### config.mk
export PLATFORM = sky130hd
export DESIGN_NAME = pattern_gen
export DESIGN_NICKNAME = d
export VERILOG_FILES = /design/src/rtl/pattern_gen.sv
export SDC_FILE = /design/constraint.sdc
export NUM_CORES = 1
export LEC_CHECK = 0
export ABC_CLOCK_PERIOD_IN_PS = 4100
export CAP_MARGIN = 20
export CORE_UTILIZATION = 55
export CTS_CLUSTER_SIZE = 12
export DETAILED_ROUTE_END_ITERATION = 8
export PLACE_DENSITY = 0.87
export RECOVER_POWER = 25
export SLEW_MARGIN = 10
export SYNTH_ARGS = -nofsm -noshare
export SYNTH_HDL_FRONTEND = slang
export SYNTH_SLANG_ARGS = --single-unit
### constraint.sdc
create_clock -name clk -period 4.1 [get_ports clk]
set_input_delay 0.82 -clock clk [delete_from_list [all_inputs] [get_ports clk]]
set_output_delay 0.82 -clock clk [all_outputs]
set_load 0.005 [all_outputs]
### src/rtl/pattern_gen.sv
// Pixel source behind the VGA timing generator. Produces 24-bit RGB from a
// selectable test pattern (colour bars, grey ramp, checkerboard, bouncing box)
// and delays syncs/DE through a 2-stage colour pipeline.
// Ports:
//   clk, reset                 pixel clock, synchronous active-high reset
//   in_h_sync/in_v_sync/in_de  timing from generator
//   in_x, in_y                 active-area column/row (valid when in_de=1)
//   in_frame                   one-cycle end-of-frame pulse (mode load, box step)
//   mode                       pattern select, sampled on in_frame
//   out_h_sync/out_v_sync/out_de  inputs delayed 2 cycles
//   out_data                   {R,G,B}, aligned with out_de
module pattern_gen #(
  parameter int unsigned WIDTH    = 800,
  parameter int unsigned HEIGHT   = 600,
  parameter int unsigned BOX_SIZE = 64,
  parameter int unsigned STEP     = 2
) (
  input  logic                      clk,
  input  logic                      reset,
  input  logic                      in_h_sync,
  input  logic                      in_v_sync,
  input  logic                      in_de,
  input  logic [$clog2(WIDTH)-1:0]  in_x,
  input  logic [$clog2(HEIGHT)-1:0] in_y,
  input  logic                      in_frame,
  input  logic [1:0]                mode,
  output logic                      out_h_sync,
  output logic                      out_v_sync,
  output logic                      out_de,
  output logic [23:0]               out_data
);

  localparam int unsigned XW    = $clog2(WIDTH);
  localparam int unsigned YW    = $clog2(HEIGHT);
  localparam int unsigned XW1   = XW + 1;
  localparam int unsigned YW1   = YW + 1;
  localparam int unsigned BAR_W = WIDTH / 8;
  localparam int unsigned X_MAX = WIDTH - BOX_SIZE;
  localparam int unsigned Y_MAX = HEIGHT - BOX_SIZE;

  // Frame-rate state
  logic [1:0]    mode_q;
  logic [XW-1:0] box_x_q, box_x_d;
  logic [YW-1:0] box_y_q, box_y_d;
  logic          dir_x_q, dir_x_d;
  logic          dir_y_q, dir_y_d;

  // Stage 1 registers
  logic          hs1_q, vs1_q, de1_q;
  logic [2:0]    bar_q, bar_d;
  logic          hit_q, hit_d;
  logic          border_q, border_d;
  logic          checker_q, checker_d;
  logic [7:0]    grey_q, grey_d;

  // Stage 2 colour
  logic [23:0]   data_d;

  logic [XW1-1:0] x_sum;
  logic [YW1-1:0] y_sum;
  logic [XW-1:0]  bar_div;
  logic [15:0]    x_ext, y_ext;

  // Box bounce: one step per frame, clamped to the active area
  always_comb begin
    box_x_d = box_x_q;
    box_y_d = box_y_q;
    dir_x_d = dir_x_q;
    dir_y_d = dir_y_q;
    x_sum   = XW1'(box_x_q) + XW1'(STEP);
    y_sum   = YW1'(box_y_q) + YW1'(STEP);
    if (!dir_x_q) begin
      if (x_sum >= XW1'(X_MAX)) begin
        box_x_d = XW'(X_MAX);
        dir_x_d = 1'b1;
      end else begin
        box_x_d = x_sum[XW-1:0];
      end
    end else if (box_x_q <= XW'(STEP)) begin
      box_x_d = '0;
      dir_x_d = 1'b0;
    end else begin
      box_x_d = box_x_q - XW'(STEP);
    end
    if (!dir_y_q) begin
      if (y_sum >= YW1'(Y_MAX)) begin
        box_y_d = YW'(Y_MAX);
        dir_y_d = 1'b1;
      end else begin
        box_y_d = y_sum[YW-1:0];
      end
    end else if (box_y_q <= YW'(STEP)) begin
      box_y_d = '0;
      dir_y_d = 1'b0;
    end else begin
      box_y_d = box_y_q - YW'(STEP);
    end
  end

  // Stage 1: bar index and per-pixel flags
  always_comb begin
    x_ext     = 16'(in_x);
    y_ext     = 16'(in_y);
    bar_div   = in_x / XW'(BAR_W);
    bar_d     = (bar_div > XW'(7)) ? 3'd7 : bar_div[2:0];
    hit_d     = (in_x >= box_x_q) && (XW1'(in_x) < XW1'(box_x_q) + XW1'(BOX_SIZE)) &&
                (in_y >= box_y_q) && (YW1'(in_y) < YW1'(box_y_q) + YW1'(BOX_SIZE));
    border_d  = (in_x == '0) || (in_x == XW'(WIDTH - 1)) ||
                (in_y == '0) || (in_y == YW'(HEIGHT - 1));
    checker_d = x_ext[5] ^ y_ext[5];
    grey_d    = x_ext[7:0];
  end

  // Stage 2: colour select; blanking forces black since x/y wrap there
  always_comb begin
    data_d = '0;
    case (mode_q)
      2'd0:    data_d = {{8{~bar_q[1]}}, {8{~bar_q[2]}}, {8{~bar_q[0]}}};
      2'd1:    data_d = {grey_q, grey_q, grey_q};
      2'd2:    data_d = checker_q ? 24'hFFFFFF : 24'h000000;
      default: data_d = border_q ? 24'hFF0000 : (hit_q ? 24'hFFFFFF : 24'h000000);
    endcase
    if (!de1_q) data_d = '0;
  end

  always_ff @(posedge clk) begin
    if (reset) begin
      mode_q     <= '0;
      box_x_q    <= '0;
      box_y_q    <= '0;
      dir_x_q    <= 1'b0;
      dir_y_q    <= 1'b0;
      hs1_q      <= 1'b0;
      vs1_q      <= 1'b0;
      de1_q      <= 1'b0;
      bar_q      <= '0;
      hit_q      <= 1'b0;
      border_q   <= 1'b0;
      checker_q  <= 1'b0;
      grey_q     <= '0;
      out_h_sync <= 1'b0;
      out_v_sync <= 1'b0;
      out_de     <= 1'b0;
      out_data   <= '0;
    end else begin
      if (in_frame) begin
        mode_q  <= mode;
        box_x_q <= box_x_d;
        box_y_q <= box_y_d;
        dir_x_q <= dir_x_d;
        dir_y_q <= dir_y_d;
      end
      hs1_q      <= in_h_sync;
      vs1_q      <= in_v_sync;
      de1_q      <= in_de;
      bar_q      <= bar_d;
      hit_q      <= hit_d;
      border_q   <= border_d;
      checker_q  <= checker_d;
      grey_q     <= grey_d;
      out_h_sync <= hs1_q;
      out_v_sync <= vs1_q;
      out_de     <= de1_q;
      out_data   <= data_d;
    end
  end

endmodule
## Word level (Yosys, flattened, before mapping)

Cells that the tools add are included.

- Register bits after elaboration: 68
- Input port bits: 28
- Output and inout port bits: 27
- Word-level logic and storage cells: 69

- Add/sub/neg operators: 6
- Div/mod/pow operators: 1
- Magnitude comparators: 9
- Eq/ne operators: 4
- Mux-type cells: 17
- Bitwise gates (word level): 5
- Reduce and logical (&&, ||, !) cells: 10

Operator list:

| cell | number |
|---|---|
| 2-to-1 mux 24 bit | 3 |
| case mux 24 bit (3 select lines) | 1 |
| 2-to-1 mux 10 bit | 6 |
| adder 10 x 2 -> 11 bit (second input constant) | 2 |
| adder 10 x 7 -> 11 bit (second input constant) | 2 |
| greater-or-equal comparator 11 x 10 -> 1 bit (second input constant) | 2 |
| < comparator 10 x 11 -> 1 bit | 2 |
| == test 10 bit (second input constant) | 2 |
| greater-or-equal comparator 10 bit | 2 |
| <= comparator 10 x 2 -> 1 bit (second input constant) | 2 |
| zero test 10 bit | 2 |
| subtractor 10 x 2 -> 10 bit (second input constant) | 2 |
| divider 10 x 7 -> 10 bit (second input constant) | 1 |
| > comparator 10 x 3 -> 1 bit (second input constant) | 1 |
| 2-to-1 mux 1 bit | 6 |
| inverter 1 bit | 4 |
| logical AND 1 bit | 3 |
| logical OR 1 bit | 3 |
| 2-to-1 mux 3 bit | 1 |
| == test 2 x 1 -> 1 bit (second input constant) | 1 |
| == test 2 bit (second input constant) | 1 |
| zero test 2 bit | 1 |
| OR reduction 2 bit | 1 |
| XOR 1 bit | 1 |

## Logic depth before layout (Yosys ltp)

Gate-level depths: netlist of run 1.

- Depth after elaboration: 5
- Gate-level depth with buffers: 10
- Gate-level depth less buffers: 9

## Least setup slack after synthesis of run 1

No wires, ideal clock.

- Kind: register to register
- Start point: register box_x_q[6]
- End point: register hit_q
- Setup time: 0.086 ns
- Arrival time: 2.322 ns
- Data required time: 4.014 ns
- Setup slack: 1.693 ns
- Cell stages (with the launch flop): 11
- Path buffers: 1
- Period minus slack after synthesis: 2.407 ns
- Path through: dfxtp_1 > buf_2 > inv_1 > ha_1 > inv_1 > ha_1 > a21o_1 > a211o_1 > a211o_1 > a221o_1 > a211oi_1

- Cells in the longest elaborated chain, start to end: 5
- Elaborated cells between the ends (all ways): 6
- Classes of those cells: add/sub (1); order compare (2); reduce/logical (3)

RTL lines:

| element | RTL line | RTL |
|---|---|---|
| start, declared | 43 | `logic [XW-1:0] box_x_q, box_x_d;` |
| start signal, assigned | 148 | `box_x_q <= box_x_d;` |
| adder 10 x 7 -> 11 bit | 106 | `hit_d = (in_x >= box_x_q) && (XW1'(in_x) < XW1'(box_x_q) + XW1'(BOX_SIZE)) &&` |
| < comparator 10 x 11 -> 1 bit | 106 |  |
| logical AND 1 bit (*) (2 in a row) | 106 |  |
| logical AND 1 bit (*) | 107 | `(in_y >= box_y_q) && (YW1'(in_y) < YW1'(box_y_q) + YW1'(BOX_SIZE));` |
| end signal, assigned | 157 | `hit_q <= hit_d;` |
| end, declared | 51 | `logic hit_q, hit_d;` |

Mark *: on every way between the ends. The rest lies on a longest branch, timed or not.
A chain may end at the register's enable or synchronous reset.

## Worst setup path after layout of run 1

- Start point: input in_x[8]
- End point: register hit_q

- Cells in the longest elaborated chain, start to end: 4
- Elaborated cells between the ends (all ways): 5
- Classes of those cells: order compare (2); reduce/logical (3)

RTL lines:

| element | RTL line | RTL |
|---|---|---|
| start, declared | 23 | `input logic [$clog2(WIDTH)-1:0] in_x,` |
| < comparator 10 x 11 -> 1 bit or greater-or-equal comparator 10 bit (tied branches) | 106 |  |
| logical AND 1 bit (*) (2 in a row) | 106 |  |
| logical AND 1 bit (*) | 107 |  |

Marks and branches as above.

==> impl_metrics.yaml, run 1 <==
placement:
  place_congestion: 0.930
  io_buffers: 54
  hpwl_mm: 7.65
  dp.cells: 648
global_routing:
  antenna_found_initial: 0
  first_global_vias: 3932
  track_usage_pct: 27.7
  grt_pass1_wl_mm: 18.3
  grt_max_degree: 40
  grt-ovfl-total: 0
finish:
  nNetsFinal: 624
  fin_cells: 664
  drive_gt1_share_pct: 5.84
  fin_util_pct: 67.8
  diodes: 0
  area_growth_pct: 17.5
  num-fill-cells: 573
die:
  die_h_um: 89.7
  start_util_pct: 57.7
  ios: 55
  die_w_um: 89.7
  dieArea_mm2: 0.00805
  rows: 31
  core_mm2: 0.00733
cts:
  cts_tree: "built"
  cts.sinks: 66
  cts-root-buf: "clkbuf_8"
  cts_setup_buffers: 0
  h-tree-depth: 3
  clockBufferDepth: 2
  clock_latency_ps: 350
  cts-buffers-inserted: 9
  clk_pin_slew_ps: 80
  ctsResizeCount: 0
  cts_hold_buf: 0
logic_synthesis:
  ys_warn_count: 0
  syn_inst: 526
  synth_ff_type: "dfxtp_1"
  syn-cell-area_mm2: 0.00423
  ys_ff_latch: 66
  synth_edf_count: 0
  synth.most_common_cell: "dfxtp_1"
  ys_seq_area_share_pct: 31.2
  synth_cell_types: 65
  syn_nets: 590
  async_flop_share_pct: 0
  synth_commonest_cells: "66 x dfxtp_1, 64 x a21oi_1, 36 x ha_1"
  yosys.area.top_type_share_pct: 31.2
  postSynthAreaPerCell_um2: 8.05
  yosysTopAreaCell: "dfxtp_1"
  synth_area_leaders: "dfxtp_1 31%, ha_1 11%, a21oi_1 7.6%"
worst_setup_path:
  cp-start-kind: "primary input"
  r2r-end: "hit_q$_SDFF_PP0_"
  r2r_cells: 9
  path_class: "primary input to flip-flop"
  cp_max_fo: 20
  endpoint_kind: "flip-flop"
  arrival_ps: 3050
  r2r_slack_ps: 1400
  reg2reg_from: "box_x_q[6]$_SDFFE_PP0P_"
  critPathRequiredTime_ps: 4360
timing:
  tightestPinTransition_ps: 1030
  period_share_pct: 68.2
  tns_ps: 0
  fmax_mhz: 358
  hold_ws_ps: 439
  hold_viol_final: 0
  slew_viol_final: 0
  report.final.setup_viol: 0
  max-slew-margin-rel_pct: 30.3
  rsz0062_at_grt: "no"
  skew_ps: 10.2
  period_minus_slack_ps: 2790
power_and_ir_drop:
  p_leak_nw: 1.87
  power_density_mw_per_mm2: 315
  p_sw_mw: 0.474
  total_power_mw: 1.57
  clockPowerShare_pct: 36.6
  ir_worst_vdd_mv: 0.189
  p_comb_share_pct: 18.9
  pwr-share-seq_pct: 44.5
  internal-power_mw: 1.09
  switching_share_pct: 30.3
drt:
  drt.antenna.violating_nets: 0
  wl_per_cell_um: 16.2
  drt_iter0_drc: 265
  avgViaCountPerCell: 6.22
  dr.pass1.iters: 5
  drc_errors: 0
  totalWireLength_mm: 10.8
  vias: 4129
run:
  drv_cap: 0
status:
  status: "completed"
hold_path:
  holdCritStartpoint: "hs1_q$_SDFF_PP0_"
  hp-class: "flip-flop to flip-flop"
  hold_depth: 1
  worstHoldEndpoint: "out_h_sync$_SDFF_PP0_"
## power groups by stage
stage	Clock, mW	Combinational (mW)	Sequential (mW)
2_1_floorplan	0	0.201	0.699
3_3_place_gp	0	0.286	0.710
3_5_place_dp	0	0.292	0.711
4_1_cts	0.582	0.295	0.697
5_1_grt	0.620	0.331	0.702
6_report	0.574	0.297	0.697
## cell type report
| type | count | area, um^2 | share of cell area, % |
|---|---|---|---|
| Tap cell | 99 | 124 | 2.49 |
| Clock buffer | 9 | 124 | 2.49 |
| Timing Repair Buffer | 58 | 571 | 11.5 |
| Sequential cell | 66 | 1320 | 26.6 |
| Multi-Input combinational cell | 397 | 2650 | 53.2 |
| Inverter | 28 | 105 | 2.11 |
| Clock inverter | 7 | 81.3 | 1.64 |
## critical path, cell delays in order
cell,delay [ps]
clkdlybuf4s50_1,860
ha_1,350
a211o_1,270
a211o_1,290
a221o_1,260
a211oi_1,210
## through the flow
step           setup slack (ps)  area (um^2)
2_1_floorplan              1690         4230
3_3_place_gp               1010         4770
3_5_place_dp                961         4770
4_1_cts                    1330         4970
5_1_grt                    1180         4970
6_report                   1310         4970
## kinds of logic (layout without fill, tap and decap cells)
kind of cell / count (synthesis) / in the layout / synth area share, %
AND/OR/NAND/NOR: 175 / 175 / 21.8
AO/OA/AOI/OAI: 165 / 165 / 25.6
flip-flops: 66 / 66 / 31.2
buffers and inverters: 63 / 102 / 6.27
adder cells (fa/ha/maj): 36 / 36 / 10.6
XOR/XNOR: 17 / 17 / 3.52
multiplexers: 4 / 4 / 0.946
## layout by cell type, fill, tap and decap left out, drive strengths merged, types with 3 or more instances in the layout
cell type,synthesis,final
nor2,35,35
nand3,19,19
a21oi,64,64
clkbuf,21,9
nor4,8,8
nand4,9,9
o22ai,4,4
a21o,7,7
and3,5,5
or4,3,3
o31ai,4,4
a211o,4,4
or3,4,4
nand2,31,31
nand2b,5,5
a211oi,9,9
inv,28,32
o41ai,3,3
o31a,4,4
a311oi,5,5
xnor2,17,17
clkdlybuf4s50,0,45
nor3b,4,4
dfxtp,66,66
dlygate4sd3,0,9
and2,3,3
mux2i,4,4
ha,36,36
buf,14,4
nor2b,17,17
or2,4,4
a31oi,11,11
nor3,19,19
o211ai,4,4
o21ai,22,22
## metal layers
layer | up-vias | wire [um] | GRT usage [%]
met2 | 193 | 5220 | 46.5
met1 | 1898 | 4570 | 34.4
li1 | 2007 | - | -
met4 | 0 | 244 | 11.5
met5 | - | 0 | 0
met3 | 31 | 729 | 5.84
## worst max path at each step
stage | startpoint | to | slack, ps | depth (start not counted)
floorplan | box_x_q[6]$_SDFFE_PP0P_ | hit_q$_SDFF_PP0_ | 1690 | 10
global placement | in_x[8] | hit_q$_SDFF_PP0_ | 1010 | 6
detailed placement | in_x[8] | hit_q$_SDFF_PP0_ | 960 | 6
CTS | in_x[8] | hit_q$_SDFF_PP0_ | 1330 | 6
global route | in_x[9] | bar_q[1]$_SDFF_PP0_ | 1180 | 7
finish | in_x[8] | hit_q$_SDFF_PP0_ | 1310 | 6
## sequential cells by signal (all words and copies together), names as in the netlist
register,flops
bar_q,3
border_q,1
box_x_q,9
box_y_q,9
checker_q,1
de1_q,1
dir_x_q,1
dir_y_q,1
grey_q,8
hit_q,1
hs1_q,1
mode_q,2
out_data,24
out_de,1
out_h_sync,1
out_v_sync,1
vs1_q,1
No activity file was read; power rests on OpenSTA's default activity.
==> run 2, diff against run 1 <==
--- a/config.mk
+++ b/config.mk
@@ -5,7 +5,7 @@
 export SDC_FILE = /design/constraint.sdc
 export NUM_CORES = 1
 export LEC_CHECK = 0
-export ABC_CLOCK_PERIOD_IN_PS = 4100
+export ABC_CLOCK_PERIOD_IN_PS = 2600
 export CAP_MARGIN = 20
 export CORE_UTILIZATION = 55
 export CTS_CLUSTER_SIZE = 12
==> constraint.sdc (replaced) <==
create_clock -name clk -period 2.6 [get_ports clk]
set_input_delay 0.52 -clock clk [delete_from_list [all_inputs] [get_ports clk]]
set_output_delay 0.52 -clock clk [all_outputs]
set_load 0.005 [all_outputs]
==> run 2 against run 1 <==
Net effect: power increased by 61%; first-iteration DRC count decreased by 28%; hold slack improved by 21 ps; combinational power increased by 77%; cell count increased by 4.4%; worst setup slack got worse by 1100 ps; clock power increased by 58%; design area increased by 4.3%; sequential share of layout area decreased by 1.1 points; flip-flop and latch count unchanged; critical path type is now flip-flop to flip-flop; largest cell class unchanged; largest power group unchanged.
==> impl_metrics.yaml, run 2 (same netlist as run 1, synthesis figures left out) <==
placement:
  place_ws_ps: 2.53
  place_congestion: 0.946
  place_area_mm2: 0.00498
  io_buffers: 54
  hpwl_mm: 8.31
drt:
  dr.pass1.iters: 5
  totalWireLength_mm: 11.4
  drt.antenna.violating_nets: 0
  vias: 4210
  drc_errors: 0
  wl_per_cell_um: 16.4
  drt_iter0_drc: 192
  avgViaCountPerCell: 6.08
cts:
  cts-buffers-inserted: 9
  cts_tree: "built"
  cts-root-buf: "clkbuf_8"
  h-tree-depth: 3
  cts.sinks: 66
  clock_latency_ps: 350
  cts_setup_buffers: 0
  clk_pin_slew_ps: 80
  clockBufferDepth: 2
global_routing:
  first_global_vias: 3964
  grt_use_met3_pct: 5.08
  track_usage_pct: 28.7
  grt_pass1_wl_mm: 18.8
  antenna_found_initial: 0
  met2_usage_pct: 50.3
  grt-ovfl-total: 0
  grt_max_degree: 33
  grt.met1_usage_pct: 34.9
  gr-max-usage-layer: "met2"
timing:
  period_minus_slack_ps: 2420
  tightestPinTransition_ps: 952
  max-slew-margin-rel_pct: 36.6
  skew_ps: 12.2
  worst_slack_ps: 177
  rsz0062_at_grt: "no"
  tns_ps: 0
  period_share_pct: 93.2
  report.final.setup_viol: 0
  hold_viol_final: 0
  fmax_mhz: 413
  slew_viol_final: 0
  hold_ws_ps: 460
finish:
  largest_reg_flops: 24
  multiInputGateArea_mm2: 0.00265
  final_cell_mix: "65 x dfxtp_1, 64 x a21oi_1, 48 x clkdlybuf4s50_1"
  layout_commonest_cell: "dfxtp_1"
  nNetsFinal: 653
  seq_area_mm2: 0.00132
  largest_register: "out_data"
  area_growth_pct: 22.5
  top_regs: "out_data (24), box_x_q (9), box_y_q (9)"
  num-fill-cells: 561
  fin_util_pct: 70.7
  diodes: 0
  drive_gt1_share_pct: 10.6
  fin_area_mm2: 0.00518
worst_setup_path:
  cp_cell_sequence: "inv_1 -> ha_1 -> inv_1 -> ha_1 -> a21o_1 -> a211o_1 -> a211o_1 -> a221o_1 -> a211oi_1"
  path_class: "flip-flop to flip-flop"
  arrival_ps: 2690
  endpoint_kind: "flip-flop"
  slowest_stage: "dfxtp_2"
  worst-path-buf-inv: 2
  cp-start-kind: "flip-flop"
  cpLargestDelayFamily: "compound AO/OA/AOI/OAI gates"
  critPathRequiredTime_ps: 2870
  cp_max_fo: 5
  cpPeakStageDelay_ps: 370
die:
  dieArea_mm2: 0.00805
  start_util_pct: 57.7
  ios: 55
  die_h_um: 89.7
  core_mm2: 0.00733
  die_w_um: 89.7
  rows: 31
power_and_ir_drop:
  p_leak_nw: 1.99
  power_density_mw_per_mm2: 486
  ir_worst_vdd_mv: 0.263
status:
  status: "completed"
hold_path:
  hp-class: "flip-flop to flip-flop"
run:
  drv_cap: 0
## run 2: through the flow
stage / power (mW) / instances
after detailed placement: 1.62 / 676
after floorplan: 1.42 / 526
after global placement: 1.61 / 676
after global routing: 2.63 / 693
final: 2.52 / 693
after CTS: 2.52 / 692
## run 2: layout make-up
type                            count  share of cell area [%]
Clock inverter                      7                    1.57
Timing Repair Buffer               87                    15.0
Multi-Input combinational cell    397                    51.1
Inverter                           28                    2.03
Tap cell                           99                    2.39
Sequential cell                    66                    25.5
Clock buffer                        9                    2.39
## run 2: layer usage
layer	vias to the layer above	part of all wire [%]
met5	-	0
met4	0	1.9
met3	21	6.2
met2	175	50
met1	1957	42
li1	2057	-
## run 2: worst paths after layout
check / depth (start not counted) / slack, ps / to / start
setup / recovery: 9 / 180 / hit_q$_SDFF_PP0_ / box_x_q[6]$_SDFFE_PP0P_
hold reg to reg: 1 / 460 / out_v_sync$_SDFF_PP0_ / vs1_q$_SDFF_PP0_
hold / removal: 1 / 460 / out_v_sync$_SDFF_PP0_ / vs1_q$_SDFF_PP0_
setup reg to reg: 9 / 180 / hit_q$_SDFF_PP0_ / box_x_q[6]$_SDFFE_PP0P_
## run 2: power breakdown
part | switching, mW | internal (mW) | total [mW]
Clock | 0.447 | 0.458 | 0.905
Combinational | 0.284 | 0.241 | 0.526
Sequential | 0.0323 | 1.06 | 1.09
Total | 0.764 | 1.75 | 2.52
## run 2: timing repair
action                     4_1_cts  5_1_grt
hold buffers                     0        0
gates resized for setup          0        2
setup endpoints to repair        0        2
